**src/rtl/demux_fifo_cuatrobits_pkg.sv**
```systemverilog
// Shared widths and defaults for the two-lane 4-bit demux FIFO.
// Lane request bundles keep the per-lane steering in the top level readable.
package demux_fifo_cuatrobits_pkg;

  localparam int DATA_W         = 4;
  localparam int DEF_FIFO_DEPTH = 4;
  localparam int NUM_LANES      = 2;

  typedef struct packed {
    logic              push;
    logic              pop;
    logic [DATA_W-1:0] din;
  } lane_req_t;

  typedef struct packed {
    logic [DATA_W-1:0] dout;
    logic              full;
    logic              empty;
  } lane_rsp_t;

endpackage

```
**src/rtl/demux_fifo_cuatrobits_fifo.sv**
```systemverilog
// Single-lane show-ahead FIFO: dout always presents the oldest entry.
// Push is refused when full and pop is ignored when empty, so neither side can corrupt the count.
module fifo_cuatrobits
  import demux_fifo_cuatrobits_pkg::*;
#(
  parameter int DEPTH = DEF_FIFO_DEPTH
) (
  input  logic              clk,
  input  logic              reset,
  input  logic              push,
  input  logic              pop,
  input  logic [DATA_W-1:0] din,
  output logic [DATA_W-1:0] dout,
  output logic              full,
  output logic              empty
);

  localparam int AW = $clog2(DEPTH);

  logic [AW-1:0]                 wr_ptr_q, wr_ptr_d;
  logic [AW-1:0]                 rd_ptr_q, rd_ptr_d;
  logic [AW:0]                   count_q, count_d;
  logic [DEPTH-1:0][DATA_W-1:0]  mem_q, mem_d;
  logic                          push_ok, pop_ok;

  assign full    = (count_q == (AW+1)'(DEPTH));
  assign empty   = (count_q == '0);
  assign push_ok = push & ~full;
  assign pop_ok  = pop & ~empty;
  assign dout    = mem_q[rd_ptr_q];

  // Pointers wrap for free because DEPTH is a power of two.
  always_comb begin
    wr_ptr_d = wr_ptr_q;
    rd_ptr_d = rd_ptr_q;
    count_d  = count_q;
    mem_d    = mem_q;
    if (push_ok) begin
      mem_d[wr_ptr_q] = din;
      wr_ptr_d        = wr_ptr_q + AW'(1);
    end
    if (pop_ok) begin
      rd_ptr_d = rd_ptr_q + AW'(1);
    end
    case ({push_ok, pop_ok})
      2'b10:   count_d = count_q + (AW+1)'(1);
      2'b01:   count_d = count_q - (AW+1)'(1);
      default: count_d = count_q;
    endcase
  end

  always_ff @(posedge clk) begin
    if (reset) begin
      wr_ptr_q <= '0;
      rd_ptr_q <= '0;
      count_q  <= '0;
    end else begin
      wr_ptr_q <= wr_ptr_d;
      rd_ptr_q <= rd_ptr_d;
      count_q  <= count_d;
    end
  end

  // Storage needs no reset; stale contents are never visible past an empty flag.
  always_ff @(posedge clk) begin
    mem_q <= mem_d;
  end

endmodule

```
**src/rtl/demux_fifo_cuatrobits.sv**
```systemverilog
// 1-to-2 demux feeding two independent FIFOs; selector picks the destination lane.
// Top level only steers pushes, derives ready_in and zero-masks empty lane outputs.
module demux_fifo_cuatrobits
  import demux_fifo_cuatrobits_pkg::*;
#(
  parameter int FIFO_DEPTH = DEF_FIFO_DEPTH
) (
  input  logic              clk,
  input  logic              reset,
  input  logic [DATA_W-1:0] data_in,
  input  logic              valid_in,
  input  logic              selector,
  output logic              ready_in,
  input  logic              pop0,
  input  logic              pop1,
  output logic [DATA_W-1:0] data_out0,
  output logic [DATA_W-1:0] data_out1,
  output logic              valid_out0,
  output logic              valid_out1,
  output logic              full0,
  output logic              full1,
  output logic              empty0,
  output logic              empty1
);

  lane_req_t [NUM_LANES-1:0]              req;
  lane_rsp_t [NUM_LANES-1:0]              rsp;
  logic      [NUM_LANES-1:0]              pop_v;
  logic      [NUM_LANES-1:0]              full_v;
  logic      [NUM_LANES-1:0][DATA_W-1:0]  dout_m;

  assign pop_v = {pop1, pop0};

  always_comb begin
    for (int i = 0; i < NUM_LANES; i++) full_v[i] = rsp[i].full;
  end

  assign ready_in = ~full_v[selector];

  genvar i;
  generate
    for (i = 0; i < NUM_LANES; i++) begin : g_lane
      // A word lands only in the addressed lane, and only when that lane has room.
      assign req[i].push = valid_in & ready_in & (int'(selector) == i);
      assign req[i].pop  = pop_v[i];
      assign req[i].din  = data_in;

      fifo_cuatrobits #(
        .DEPTH (FIFO_DEPTH)
      ) u_fifo (
        .clk   (clk),
        .reset (reset),
        .push  (req[i].push),
        .pop   (req[i].pop),
        .din   (req[i].din),
        .dout  (rsp[i].dout),
        .full  (rsp[i].full),
        .empty (rsp[i].empty)
      );

      assign dout_m[i] = rsp[i].empty ? '0 : rsp[i].dout;
    end
  endgenerate

  assign data_out0  = dout_m[0];
  assign data_out1  = dout_m[1];
  assign valid_out0 = ~rsp[0].empty;
  assign valid_out1 = ~rsp[1].empty;
  assign full0      = rsp[0].full;
  assign full1      = rsp[1].full;
  assign empty0     = rsp[0].empty;
  assign empty1     = rsp[1].empty;

endmodule
```
**config.mk**
```make
export PLATFORM = sky130hd
export DESIGN_NAME = demux_fifo_cuatrobits
export DESIGN_NICKNAME = d
export VERILOG_FILES = /design/src/rtl/demux_fifo_cuatrobits_pkg.sv /design/src/rtl/demux_fifo_cuatrobits_fifo.sv /design/src/rtl/demux_fifo_cuatrobits.sv
export SDC_FILE = /design/constraint.sdc
export NUM_CORES = 1
export LEC_CHECK = 0
export ABC_AREA = 1
export CAP_MARGIN = 15
export CORE_MARGIN = 2
export CORE_UTILIZATION = 59
export DETAILED_ROUTE_END_ITERATION = 10
export GPL_TIMING_DRIVEN = 0
export PLACE_DENSITY = 0.87
export SLEW_MARGIN = 20
export SYNTH_ARGS = -nofsm -noshare
export SYNTH_HDL_FRONTEND = slang
export SYNTH_HIERARCHICAL = 1
export SYNTH_SLANG_ARGS = --single-unit
```
**constraint.sdc**
```tcl
create_clock -name clk -period 4.19 [get_ports clk]
set_clock_uncertainty 0.15 [all_clocks]
set_input_delay 0.838 -clock clk [delete_from_list [all_inputs] [get_ports clk]]
set_output_delay 0.838 -clock clk [all_outputs]
set_load 0.01 [all_outputs]
```
==> results of run 1 <==
==> how the worst max path moves through the flow <==
| stage | start | end |
|---|---|---|
| 2_1_floorplan | valid_in | g_lane[1].u_fifo/count_q[1] |
| 3_3_place_gp | selector | ready_in |
| 3_5_place_dp | selector | ready_in |
| 4_1_cts | selector | ready_in |
| 5_1_grt | selector | ready_in |
| 6_report | selector | ready_in |
==> critical path: cells and delay by family <==
family                 cells  cell delay [ps]
buffers and inverters      2             1000
and+or+nand+nor            2              140
==> routing by layer <==
metal	GRT usage	wire, microns	up-vias
met4	0.0718	46	0
met5	0	0	-
li1	-	-	818
met1	0.262	1750	757
met3	0.0486	99	4
met2	0.405	2230	24
==> sequential cells by signal (all words and copies together) (netlist names) <==
name / flops
g_lane.u_fifo/count_q: 6
g_lane.u_fifo/mem_q: 32
g_lane.u_fifo/rd_ptr_q: 4
g_lane.u_fifo/wr_ptr_q: 4
==> where the power goes <==
group	switching, mW	internal (mW)	leakage (nW)
sequential	0.0368	0.540	0.405
clock	0.143	0.236	0.0658
combinational	0.377	0.295	0.623
==> cells in the final DEF (no fill, tap or decap), types with 3 or more instances in the layout <==
cell type | netlist | final
clkbuf_8 | 0 | 5
nand2_1 | 28 | 28
o21ai_0 | 20 | 20
edfxtp_1 | 32 | 32
nor2_2 | 3 | 3
ha_1 | 10 | 10
inv_1 | 47 | 47
nand2_2 | 3 | 3
a21oi_1 | 10 | 10
dfxtp_1 | 14 | 14
nand3_1 | 10 | 10
nor2_1 | 41 | 41
clkdlybuf4s50_1 | 0 | 24
o22ai_1 | 8 | 8
==> cell type report <==
class | instances | share of cell area
Tap cell | 48 | 0.0230
Timing Repair Buffer | 24 | 0.0920
Inverter | 50 | 0.0719
Multi-Input combinational cell | 137 | 0.281
Sequential cell | 46 | 0.475
Clock inverter | 3 | 0.0244
Clock buffer | 5 | 0.0264
Buffer | 2 | 0.00575
==> cell families (layout without fill, tap and decap cells) <==
logic type / after synthesis / after routing / synth area share
AND/OR/NAND/NOR: 87 / 87 / 0.169
buffers and inverters: 52 / 84 / 0.0930
flip-flops: 46 / 46 / 0.570
AO/OA/AOI/OAI: 38 / 38 / 0.0919
adder cells (fa/ha/maj): 12 / 12 / 0.0758
==> metrics.yaml, run 1 <==
reg2reg_depth: 16
grt_pass1_wl_mm: 7.04
fin_nets: 288
wl_mm: 4.12
diodes: 0
power.density_mw_per_mm2: 624
hold_depth: 2
hold_class: "register to register"
area_delta_synth_final_pct: 19.9
clk_path_buf_depth: 2
grt_max_degree: 15
gp_congestion: 0.772
syn_area_sq_mm: 0.00218
first_pass_iters: 4
whs_ps: 361
rsz0062_at_grt: "no"
ir_drop_mv: 0.265
grtUsageTotal: 0.223
grt.overflow.total: 0
syn-instance-count: 235
reg2reg_to: "g_lane[0].u_fifo/count_q[2]"
cts_hold_buffers: 0
slowest_delay_ps: 530
synth_top_area_cell: "edfxtp_1"
die_height_microns: 64.8
start_kind: "input pin"
wire_per_inst_microns: 13.1
cellLeakagePower_nw: 1.09
required_ps: 3200
multi_input_area_sq_um: 734
ys.flop_type: "edfxtp_1"
placed_cells: 307
die-area_sq_mm: 0.00419
placed_area_sq_mm: 0.00248
cts_buffers: 5
period_needed_ps: 2970
cts_setup_buffers: 0
htree_levels: 2
synth-seq-cells: 46
final_cell_area_sq_mm: 0.00261
maxSlewViolCount: 0
coreArea_sq_mm: 0.00361
power_mw: 1.63
crit_arrival_ps: 1980
ys_seq_area_frac: 0.570
cts.clk_slew.worst_paths_ps: 80
outcome: "complete, no violations"
clock.fmax_ghz: 0.337
syn_nets: 257
antenna_found_initial: 0
final_cells: 315
drtIter0Drc: 117
num_io_pins: 25
worstSetupEndpointType: "output port"
dp_slack_ps: 1220
ys_types: 17
ff2ff_setup_slack_ps: 1970
final_hold_viol_count: 0
tightest_slew_ps: 406
rows: 22
grt_pass1_vias: 1604
avgViaCountPerCell: 5.09
portBuffers: 24
nFillCells: 239
worstReg2RegStart: "g_lane[0].u_fifo/count_q[0]"
syn_avg_cell_area_sq_um: 9.27
yosysMostFrequentCell: "inv_1"
cts_root_buffer: "clkbuf_8"
crit_type: "input pin to output port"
maxCapViolCount: 0
cpMaxStageDelayCell: "clkdlybuf4s50_1"
critPathMaxFanout: 2
ant_nets: 0
synth_edf_count: 32
worstPathCellList: "clkdlybuf4s50_1 > nand2_1 > nand2_1 > clkdlybuf4s50_1"
finalSetupTns_ps: 0
ys_top_cells_by_area: "edfxtp_1 (44%), dfxtp_1 (13%), inv_1 (8.1%), nor2_1 (7.1%), ha_1 (5.7%)"
tritoncts: "done"
async_flop_share: 0
dp_hpwl_mm: 2.98
synth_top_area_share: 0.441
finalWorstSetupSlack_ps: 1220
ctsResizeCount: 0
synth_common_cells: "inv_1 (47), nor2_1 (41), edfxtp_1 (32), nand2_1 (28), o21ai_0 (20)"
final_util: 0.724
yosys_warnings: 6
initial_core_util: 0.604
clkLatencyLatePin_ps: 290
hold_end: "g_lane[1].u_fifo/wr_ptr_q[1]"
num_vias: 1603
relSlewSlack: 0.728
min_from: "g_lane[1].u_fifo/wr_ptr_q[1]"
cts_sinks: 46
layout-drive-gt1-share: 0.0712
fin_crit_sh: 0.708
setup_violations: 0
route.detailed.drc: 0
seq_area_sq_mm: 0.00124
fp.dieW_microns: 64.8
No activity file was read; power rests on OpenSTA's default activity.
==> run 2: changes to the inputs <==
--- a/config.mk
+++ b/config.mk
@@ -8,10 +8,10 @@
 export ABC_AREA = 1
 export CAP_MARGIN = 15
 export CORE_MARGIN = 2
-export CORE_UTILIZATION = 59
+export CORE_UTILIZATION = 50
 export DETAILED_ROUTE_END_ITERATION = 10
 export GPL_TIMING_DRIVEN = 0
-export PLACE_DENSITY = 0.87
+export PLACE_DENSITY = 0.79
 export SLEW_MARGIN = 20
 export SYNTH_ARGS = -nofsm -noshare
 export SYNTH_HDL_FRONTEND = slang
==> constraint.sdc (replaced) <==
create_clock -name clk -period 2.4 [get_ports clk]
set_clock_uncertainty 0.15 [all_clocks]
set_input_delay 0.48 -clock clk [delete_from_list [all_inputs] [get_ports clk]]
set_output_delay 0.48 -clock clk [all_outputs]
set_load 0.01 [all_outputs]
==> metrics.yaml, run 2 (synthesized netlist as in run 1, its figures left out) <==
placed_area_sq_mm: 0.00248  # +0.20%
tightest_slew_ps: 432  # +26.3 ps
first_pass_iters: 4  # unchanged
fp.dieW_microns: 70.0  # +8.1%
cpMaxStageDelayCell: "clkdlybuf4s50_1"
area_delta_synth_final_pct: 19.0
final_cells: 319  # +1.3%
worstPathCellList: "nor2_2 > nand2_1 > inv_1 > clkdlybuf4s50_1"
maxCapViolCount: 0  # unchanged
power.density_mw_per_mm2: 996  # +60%
largest_register_ffs: 32  # unchanged
htree_levels: 2  # unchanged
critPathMaxFanout: 6  # +4
swShare: 0.357  # +0.0148
dp_hpwl_mm: 2.73  # -8.5%
finalSetupTns_ps: 0  # unchanged
layout-drive-gt1-share: 0.0936  # +0.0225
tritoncts: "done"
final_cell_area_sq_mm: 0.00259  # -0.77%
pwr-share-clk: 0.180  # -0.053
final_util: 0.608  # -0.116
maxSlewViolCount: 0  # unchanged
die_height_microns: 70.0  # +8.1%
layout_commonest_cell: "inv_1"
antenna_found_initial: 0  # unchanged
regMostFlops: "g_lane.u_fifo/mem_q"
clk_path_buf_depth: 2  # unchanged
grt_max_degree: 14  # -1
grtUsageTotal: 0.171  # -0.0525
cts_setup_buffers: 0  # unchanged
rows: 24  # +9.1%
diodes: 0  # unchanged
seq_power_share: 0.392  # +0.038
portBuffers: 24  # unchanged
relSlewSlack: 0.711  # -0.0176
num_vias: 1510  # -5.8%
initial_core_util: 0.511  # -0.0932
die-area_sq_mm: 0.00490  # +17%
required_ps: 1770  # -1430 ps
p_int_mw: 1.66  # +55%
grtUsageMet3: 0.0303  # -0.0183
grt_pass1_vias: 1442  # -10%
slowest_delay_ps: 570  # +40 ps
mostFrequentLayoutCells: "inv_1 (44), nor2_1 (41), edfxtp_1 (32), nand2_1 (28), o21ai_0 (20)"
cellLeakagePower_nw: 1.16  # +6.1%
crit_type: "register to output port"
placed_cells: 311  # +1.3%
fin_nets: 288  # unchanged
power_frac_comb: 0.428  # +0.015
ir_drop_mv: 0.474  # +79%
power_mw: 2.58  # +59%
setup_violations: 0  # unchanged
period_needed_ps: 2260
busiest_layer: "met2"
hold_class: "register to register"
gp_congestion: 0.755  # -2.1%
final_hold_viol_count: 0  # unchanged
cts_hold_buffers: 0  # unchanged
worstSetupEndpointType: "output port"
power_switching_mw: 0.921  # +65%
reg_top3: "g_lane.u_fifo/mem_q x32, g_lane.u_fifo/count_q x6"
ctsResizeCount: 7  # +7
cts_buffers: 5  # unchanged
rsz0062_at_grt: "no"
coreArea_sq_mm: 0.00426  # +18%
fin_crit_sh: 0.941
cts_root_buffer: "clkbuf_8"
start_kind: "register"
grt.overflow.total: 0  # unchanged
use_met1: 0.235  # -0.0269
clkLatencyLatePin_ps: 280  # about the same
nFillCells: 362  # +51%
crit_arrival_ps: 1630  # -350 ps
cts_sinks: 46  # unchanged
drtIter0Drc: 168  # +44%
num_io_pins: 25  # unchanged
use_met2: 0.269  # -0.136
clock.fmax_ghz: 0.443
grt_pass1_wl_mm: 6.54  # -7.1%
wire_per_inst_microns: 11.7  # -10%
wl_mm: 3.74  # -9.2%
outcome: "complete, no violations"
avgViaCountPerCell: 4.73  # -7.0%
cts.clk_slew.worst_paths_ps: 80  # about the same
ant_nets: 0  # unchanged
route.detailed.drc: 0  # unchanged
[run 2: layout make-up]
class | count | area (sq um) | share of cell area
flip-flops and latches | 46 | 1240 | 0.480
multi-input cells | 137 | 734 | 0.283
repair buffers | 24 | 249 | 0.0961
inverters | 50 | 188 | 0.0724
clock buffers | 7 | 86.3 | 0.0333
well taps | 52 | 65.1 | 0.0251
plain buffers | 2 | 18.8 | 0.00724
clock inverters | 1 | 5.00 | 0.00193
[run 2: through the flow]
| stage | hold slack [ps] | worst slack, ps |
|---|---|---|
| 6_report | 347 | 142 |
| 4_1_cts | 357 | 9.15 |
| 2_1_floorplan | 316 | 350 |
| 3_3_place_gp | 337 | -41.2 |
| 3_5_place_dp | 344 | -86.5 |
| 5_1_grt | 378 | 4.05 |
[run 2: worst max-delay path: cells and delay by family, from the launching register on]
kind,cells,cell delay (ps)
and+or+nand+nor,2,260
buffers and inverters,2,750
DFF,1,330
[run 2: final timing paths]
kind,startpoint,to,slack (ps),depth (start not counted)
max,g_lane[1].u_fifo/count_q[0],empty1,140,4
min,g_lane[0].u_fifo/wr_ptr_q[1],g_lane[0].u_fifo/wr_ptr_q[1],350,2
max reg2reg,g_lane[1].u_fifo/count_q[1],g_lane[1].u_fifo/count_q[1],250,11
min reg2reg,g_lane[0].u_fifo/wr_ptr_q[1],g_lane[0].u_fifo/wr_ptr_q[1],350,2
[run 2: power groups by stage]
stage / clock (mW) / sequential [mW] / combinational, mW
after floorplan: 0 / 1.01 / 0.695
after global placement: 0 / 1.02 / 1.12
after detailed placement: 0 / 1.02 / 1.14
after CTS: 0.482 / 1.01 / 1.13
after global routing: 0.512 / 1.02 / 1.28
final: 0.466 / 1.01 / 1.10
[run 2: metal layers]
metal | vias to the layer above | share of wire
met2 | 48 | 0.47
met4 | 0 | 0.014
met5 | - | 0
met3 | 4 | 0.053
li1 | 810 | -
met1 | 648 | 0.46
